**config.mk**
```make
export PLATFORM = sky130hd
export DESIGN_NAME = digit_capture_ctrl
export DESIGN_NICKNAME = d
export VERILOG_FILES = /design/src/rtl/digit_capture_ctrl.sv
export SDC_FILE = /design/constraint.sdc
export NUM_CORES = 1
export LEC_CHECK = 0
export ABC_AREA = 0
export CAP_MARGIN = 25
export CORE_MARGIN = 3
export CORE_UTILIZATION = 51
export CTS_CLUSTER_DIAMETER = 120
export CTS_CLUSTER_SIZE = 14
export DETAILED_ROUTE_END_ITERATION = 10
export PLACE_DENSITY_LB_ADDON = 0.15
export SLEW_MARGIN = 15
export SYNTH_ARGS = -nofsm -noshare
export SYNTH_HDL_FRONTEND = slang
export SYNTH_SLANG_ARGS = --single-unit
```
**constraint.sdc**
```tcl
create_clock -name clk_in -period 1.9 [get_ports clk_in]
set_input_delay 0.285 -clock clk_in [delete_from_list [all_inputs] [get_ports clk_in]]
set_output_delay 0.285 -clock clk_in [all_outputs]
set_load 0.02 [all_outputs]
```
**src/rtl/digit_capture_ctrl.sv**
```systemverilog
// Scans four multiplexed 7-segment digits, decodes each to BCD and presents the frame.
// Define DIGIT_CAPTURE_ERR_MASK_EN to register per-digit invalid flags on err_mask.
module digit_capture_ctrl #(
    parameter int unsigned SCAN_DIV = 100000
) (
    input  logic        clk_in,
    input  logic        rst_n,
    input  logic        start,
    input  logic [7:0]  seg_in,
    output logic [3:0]  an,
    output logic        busy,
    output logic        frame_valid,
    input  logic        frame_ready,
    output logic [15:0] bcd,
    output logic        err,
    output logic [3:0]  err_mask
);

    localparam int unsigned CntW = 20;
    localparam logic [CntW-1:0] CntLast = CntW'(SCAN_DIV - 1);

    typedef enum logic [1:0] {StIdle, StSettle, StSample, StHold} state_e;

    state_e          state_q, state_d;
    logic [1:0]      idx_q, idx_d;
    logic [CntW-1:0] cnt_q, cnt_d;
    logic [15:0]     sh_bcd_q, sh_bcd_d;
    logic [3:0]      sh_err_q, sh_err_d;
    logic [15:0]     bcd_q, bcd_d;
    logic            err_q, err_d;
    logic [3:0]      dec_nib;
    logic            dec_bad;
    logic            last_sample;

    assign last_sample = (state_q == StSample) && (idx_q == 2'd3);

    // Active-low segment pattern to BCD; anything unrecognised flags the digit.
    always_comb begin
        dec_bad = 1'b0;
        case (seg_in)
            8'hC0:   dec_nib = 4'd0;
            8'hF9:   dec_nib = 4'd1;
            8'hA4:   dec_nib = 4'd2;
            8'hB0:   dec_nib = 4'd3;
            8'h99:   dec_nib = 4'd4;
            8'h92:   dec_nib = 4'd5;
            8'h82:   dec_nib = 4'd6;
            8'hF8:   dec_nib = 4'd7;
            8'h80:   dec_nib = 4'd8;
            8'h90:   dec_nib = 4'd9;
            default: begin
                dec_nib = 4'hF;
                dec_bad = 1'b1;
            end
        endcase
    end

    always_ff @(posedge clk_in or negedge rst_n) begin
        if (!rst_n) begin
            state_q <= StIdle;
        end else begin
            state_q <= state_d;
        end
    end

    always_comb begin
        state_d = state_q;
        case (state_q)
            StIdle:   if (start) state_d = StSettle;
            StSettle: if (cnt_q == CntLast) state_d = StSample;
            StSample: state_d = (idx_q == 2'd3) ? StHold : StSettle;
            StHold:   if (frame_ready) state_d = StIdle;
            default:  state_d = StIdle;
        endcase
    end

    always_comb begin
        an          = 4'b1111;
        busy        = (state_q != StIdle);
        frame_valid = (state_q == StHold);
        if (state_q == StSettle || state_q == StSample) begin
            an = ~(4'b0001 << idx_q);
        end
    end

    always_comb begin
        idx_d    = idx_q;
        cnt_d    = cnt_q;
        sh_bcd_d = sh_bcd_q;
        sh_err_d = sh_err_q;
        bcd_d    = bcd_q;
        err_d    = err_q;
        case (state_q)
            StIdle: begin
                if (start) begin
                    idx_d    = 2'd0;
                    cnt_d    = '0;
                    sh_err_d = 4'b0000;
                end
            end
            StSettle: cnt_d = cnt_q + CntW'(1);
            StSample: begin
                sh_bcd_d[{idx_q, 2'b00} +: 4] = dec_nib;
                sh_err_d[idx_q]               = dec_bad;
                if (idx_q != 2'd3) begin
                    idx_d = idx_q + 2'd1;
                    cnt_d = '0;
                end else begin
                    // Final digit is folded in on the same edge the frame is published.
                    bcd_d = sh_bcd_d;
                    err_d = |sh_err_d;
                end
            end
            default: ;
        endcase
    end

    always_ff @(posedge clk_in or negedge rst_n) begin
        if (!rst_n) begin
            idx_q    <= 2'd0;
            cnt_q    <= '0;
            sh_bcd_q <= 16'h0000;
            sh_err_q <= 4'b0000;
            bcd_q    <= 16'h0000;
            err_q    <= 1'b0;
        end else begin
            idx_q    <= idx_d;
            cnt_q    <= cnt_d;
            sh_bcd_q <= sh_bcd_d;
            sh_err_q <= sh_err_d;
            bcd_q    <= bcd_d;
            err_q    <= err_d;
        end
    end

    assign bcd = bcd_q;
    assign err = err_q;

`ifdef DIGIT_CAPTURE_ERR_MASK_EN
    logic [3:0] mask_q, mask_d;

    always_comb begin
        mask_d = mask_q;
        if (last_sample) mask_d = sh_err_d;
    end

    always_ff @(posedge clk_in or negedge rst_n) begin
        if (!rst_n) begin
            mask_q <= 4'b0000;
        end else begin
            mask_q <= mask_d;
        end
    end

    assign err_mask = mask_q;
`else
    logic unused_last_sample;
    assign unused_last_sample = last_sample;
    assign err_mask           = 4'b0000;
`endif

endmodule

```
* Word-level counts from Yosys, hierarchy flattened
Cells that the tools add are included.
** Word-level totals
- Flip-flop bits (word level) :: 61
- Bits of input ports :: 12
- Output and inout bits :: 27
- Word-level logic and storage cells :: 70
** Cells by class
- Add/sub/neg operators :: 3
- Magnitude comparators :: 2
- Equality and inequality tests :: 20
- Shifts and indexed selects :: 3
- Multiplexer cells :: 20
- Bitwise logic cells :: 2
- Reduce and logical (&&, ||, !) cells :: 13
** Operator list (count)
- $eq 8x8->1 const B :: 10
- $pmux 20 s3 :: 1
- $mux 20 :: 2
- $pmux 4 s10 :: 1
- $add 20x1->20 const B :: 1
- $eq 20x17->1 const B :: 1
- $bwmux 16 :: 1
- $shift 4x6->16 const A :: 1
- $shiftx 4x6->16 :: 1
- $mux 2 :: 6
- $reduce_or 10->1 :: 1
- $reduce_and 3->1 :: 3
- $mux 4 :: 2
- $pmux 2 s4 :: 1
- $pmux 4 s2 :: 1
- $eq 2x2->1 const B :: 3
- $ne 2x2->1 const B :: 3
- $neg 4->6 :: 1
- $bwmux 4 :: 1
- $ne 2x1->1 const B :: 2
- $not 4->4 :: 1
- $pmux 2 s2 :: 1
- $reduce_and 2->1 :: 2
- $reduce_bool 2->1 :: 2
- other kinds (13) :: 14

* Longest topological paths before layout
- Depth in word-level cells :: 6
- Gate-level depth with buffers :: 9
- Depth with buffers taken out :: 8

* Worst setup path after synthesis
OpenSTA, ideal clock, no wires.
- Kind :: reg-to-reg
- Start point :: register state_q[0]
- End point :: register cnt_q[9]
- Library setup time :: 0.078 ns
- Data arrival time :: 1.983 ns
- Required time :: 1.822 ns
- Path slack :: -0.160 ns
- Stages on the path, launching flop included :: 9
- Buffers on the path :: 1
- Clock period less this slack :: 2.060 ns
- Path through :: dfrtp_1 inv_1 ha_1 nor2b_1 buf_6 nor3_4 nand4_2 or3_2 a21oi_1
** Between the ends
- Word-level cells in the longest chain between the ends :: 3
- Elaborated cells on any way between the ends :: 8
- Classes of those cells :: eq/ne (4); mux (1); reduce/logical (3)
** RTL lines
- start, declared :: line 24 : state_e state_q, state_d;
- start signal, assigned :: line 60 : state_q <= StIdle;
- start signal, assigned :: line 62 : state_q <= state_d;
- $eq 2x2->1, or another cell as far along :: line 93 : case (state_q)
- $ne 2x1->1 (no source line), or another cell as far along
- $reduce_and 3->1 (no source line)
- end signal, assigned :: line 128 : cnt_q <= cnt_d;
- end, declared :: line 26 : logic [CntW-1:0] cnt_q, cnt_d;
Several ways; a longest one is shown, not always the timed one.
A chain may end at the register's enable or synchronous reset.

* Worst setup path in the final report
- Start point :: register state_q[1]
- End point :: register cnt_q[12]
Same word-level chain as after synthesis.

==> flow_metrics.py <==
metrics = {
    "synth": {
        "post_synthesis_compound_gate_area_fraction_pct": 16.33,
        "async_reset_ff_share_pct": 100.0,
        "synth-xor-area-share_pct": 3.433,
        "syn_area_um2": 3317,
        "synth-adder-area-share_pct": 4.149,
        "synthesis.instances": 355,
        "yosys_register_bits": 60,
        "synthFlopType": "dfrtp_1",
        "synth_simple_gate_area_share_pct": 24.22,
        "syn_avg_cell_area_um2": 9.343,
        "largest_family_of_logic_cells_by_synthesized_area": "simple AND/OR/NAND/NOR gates",
        "synth_seq_area_share_pct": 45.27,
        "synth-edff-count": 0,
        "ys_warn_count": 0,
        "muxShareOfSynthArea_pct": 0.9430,
        "yosysUniqueCellTypes": 58,
    },
    "route": {
        "detail_route.drc_violations": 0,
        "detail-route-antenna-nets": 0,
        "drtIter0Drc": 205,
        "viasPerCell": 5.905,
        "vias_post_dr": 3124,
        "drt_pass1_iterations": 5,
        "routed_wl_mm": 8.762,
        "drt-wirelength-per-cell_um": 16.56,
    },
    "global_route": {
        "antenna_found_initial": 0,
        "global_route.usage.total_pct": 24.68,
        "first_global_vias": 3077,
        "gr-total-overflow": 0,
        "grt_start_max_net_pins": 24,
        "wire_length_of_the_first_global_routing_pass_mm": 14.57,
    },
    "flow_run": {
        "timing.max_cap.violations": 0,
    },
    "layout": {
        "finalNonFillerCells": 529,
        "mostFrequentLayoutCells": "buf_4 (61), dfrtp_1 (59), nor2_1 (42)",
        "layout.filler_cells": 424,
        "layout_commonest_cell": "buf_4",
        "final-seq-area_um2": 1503,
        "layout-drive-gt1-share_pct": 27.97,
        "flow.area_growth_from_synthesis_pct": 38.29,
        "nNetsFinal": 472,
        "multiInputGateArea_um2": 1826,
        "num_antenna_cells": 0,
    },
    "die": {
        "core_area_um2": 6096,
        "dieHeight_um": 86.65,
        "initial_core_util_pct": 54.41,
        "std_cell_rows": 28,
        "ioPinCount": 39,
        "die-area_um2": 7507,
        "die_w_um": 86.65,
    },
    "power_and_ir_drop": {
        "ir_drop_worst_vdd_mv": 0.5101,
        "p_per_area_nw_per_um2": 628.0,
        "power_leakage_uw": 0.001972,
        "totalPowerFinal_uw": 2881,
    },
    "worst_hold_path": {
        "hold_class": "primary input to asynchronous set/reset pin",
    },
    "setup_path": {
        "critical_path_class": "flip-flop to flip-flop",
        "critical_path.endpoint_type": "flip-flop",
        "critical_path_required_ns": 2.13,
        "crit_path_start_kind": "flip-flop",
        "worst_ep_arrival_time_ns": 2.25,
        "timing.critical_path.fanout_max": 4,
    },
    "cts": {
        "clk-insertion-delay-late_ns": 0.34,
        "cts_tree": "done",
        "cts_sinks": 60,
        "root_buffer": "clkbuf_8",
        "htreeDepth": 3,
        "total_clock_buffers_created_by_cts": 9,
        "cts_max_path_buffers": 2,
        "clkTransAtPathRegs_ns": 0.07,
    },
    "placement": {
        "gp_routability_congestion": 0.8711,
        "dp_hpwl_mm": 5.907,
        "numPortBuffers": 34,
        "placed_cells_incl_taps": 506,
    },
    "sta": {
        "period_utilization_pct": 106.6,
        "final-setup-viol-count": 12,
        "hold_ws_ns": 0.4060,
        "totalNegativeSetupSlack_ns": -0.7290,
        "timing.clock.skew_ns": 0.006949,
        "timing.max_slew.rel_slack_pct": 57.42,
        "hold_viol_final": 0,
        "final_period_minus_worst_setup_slack_ns": 2.026,
        "report.final.slew_viol_count": 0,
        "postLayoutSetupSlackWorst_ns": -0.1256,
        "max_clock_freq_mhz": 493.7,
        "rsz0062_at_grt": "true",
        "worst-slew-pin-transition_ns": 0.6364,
    },
    "outcome": {
        "violated_checks": "negative setup slack",
        "outcome": "finished with violations",
    },
}
==> synthesized netlist by cell type, types with 4 or more instances <==
| cell | count | area, um2 |
|---|---|---|
| dfrtp_1 | 60 | 1501 |
| nor2_1 | 44 | 165.2 |
| nand2_1 | 38 | 142.6 |
| o21ai_0 | 25 | 125.1 |
| a21oi_1 | 16 | 80.08 |
| inv_1 | 16 | 60.06 |
| ha_1 | 11 | 137.6 |
| nor3_1 | 11 | 55.05 |
| a221oi_1 | 10 | 87.58 |
| nand3_1 | 10 | 50.05 |
| xnor2_1 | 9 | 78.83 |
| clkbuf_1 | 8 | 30.03 |
| nand4_1 | 7 | 43.79 |
| a32o_1 | 6 | 60.06 |
| or3_1 | 5 | 31.28 |
| and3_1 | 4 | 25.02 |
| buf_2 | 4 | 20.02 |
| buf_4 | 4 | 30.03 |
| nor2b_1 | 4 | 25.02 |
| nor3b_1 | 4 | 30.03 |
| nor4_1 | 4 | 25.02 |
| xor2_1 | 4 | 35.03 |
==> per-layer routing <==
layer  track usage (%)  up-vias  part of all wire [%]
met5                 0        -                     0
li1                  -     1458                     -
met2             41.03      117                    49
met1             32.35     1529                    44
met3             4.658       20                   5.2
met4             8.499        0                   1.8
==> layout make-up <==
class	count	area share [%]
repair buffers	100	18.63
multi-input cells	262	39.80
clock inverters	4	2.073
inverters	16	1.309
clock buffers	12	3.382
flip-flops and latches	60	32.76
well taps	75	2.046
==> flip-flops by register name, summed over array words and instances (netlist names) <==
register  count
idx_q         2
sh_err_q      3
bcd          16
err           1
cnt_q        20
state_q       2
sh_bcd_q     16
==> critical path: stages (launching register included) <==
cell and delay (ns):
dfrtp_1 0.43, buf_4 0.16, ha_2 0.17, nand4b_1 0.24, buf_4 0.20, buf_4 0.13, or2_4 0.25, nor3_2 0.18
xnor2_1 0.13, nor2_1 0.05
==> cells by family (layout without fill, tap and decap cells) <==
kind of cell,after synthesis,in the layout
AO/OA/AOI/OAI,78,78
XOR/XNOR,13,13
adder cells (fa/ha/maj),11,11
buffers and inverters,36,132
flip-flops,60,60
multiplexers,3,3
other,1,4
AND/OR/NAND/NOR,153,153
==> worst paths after layout <==
| check | from | end | slack, ns | depth (start not counted) |
|---|---|---|---|---|
| setup / recovery | state_q[1] | cnt_q[12] | -0.13 | 9 |
| hold / removal | rst_n | cnt_q[11] | 0.41 | 2 |
| setup reg to reg | state_q[1] | cnt_q[12] | -0.13 | 9 |
| hold reg to reg | sh_bcd_q[15] | sh_bcd_q[15] | 0.49 | 2 |
| max in group asynchronous | rst_n | bcd[8] | 0.83 | 3 |
| min in group clk_in | sh_bcd_q[15] | sh_bcd_q[15] | 0.49 | 2 |
==> where the power goes <==
part | internal, uW | switching [uW]
registers | 1280 | 1.67
logic | 61.3 | 78.6
clock network | 942 | 518
total | 2280 | 598
==> timing repair <==
action / 4_1_cts / 5_1_grt
endpoints found under the setup margin: 23 / 46
pin swaps: 11 / 10
gates resized for setup: 29 / 24
setup buffers: 3 / 3
endpoints found under the hold margin: 16 / 0
hold buffers: 1 / 0
==> per-stage QoR <==
stage               cell area (um2)  worst slack [ns]  utilization [%]
finish                         4587           -0.1256            75.25
global route                   4587           -0.2302            75.25
CTS                            4476          -0.05765            73.42
detailed placement             4121           -0.3918            67.61
global placement               4121           -0.3672            67.61
floorplan                      3361          -0.01427                -
Note: power is estimated with default switching activity, not from simulation.
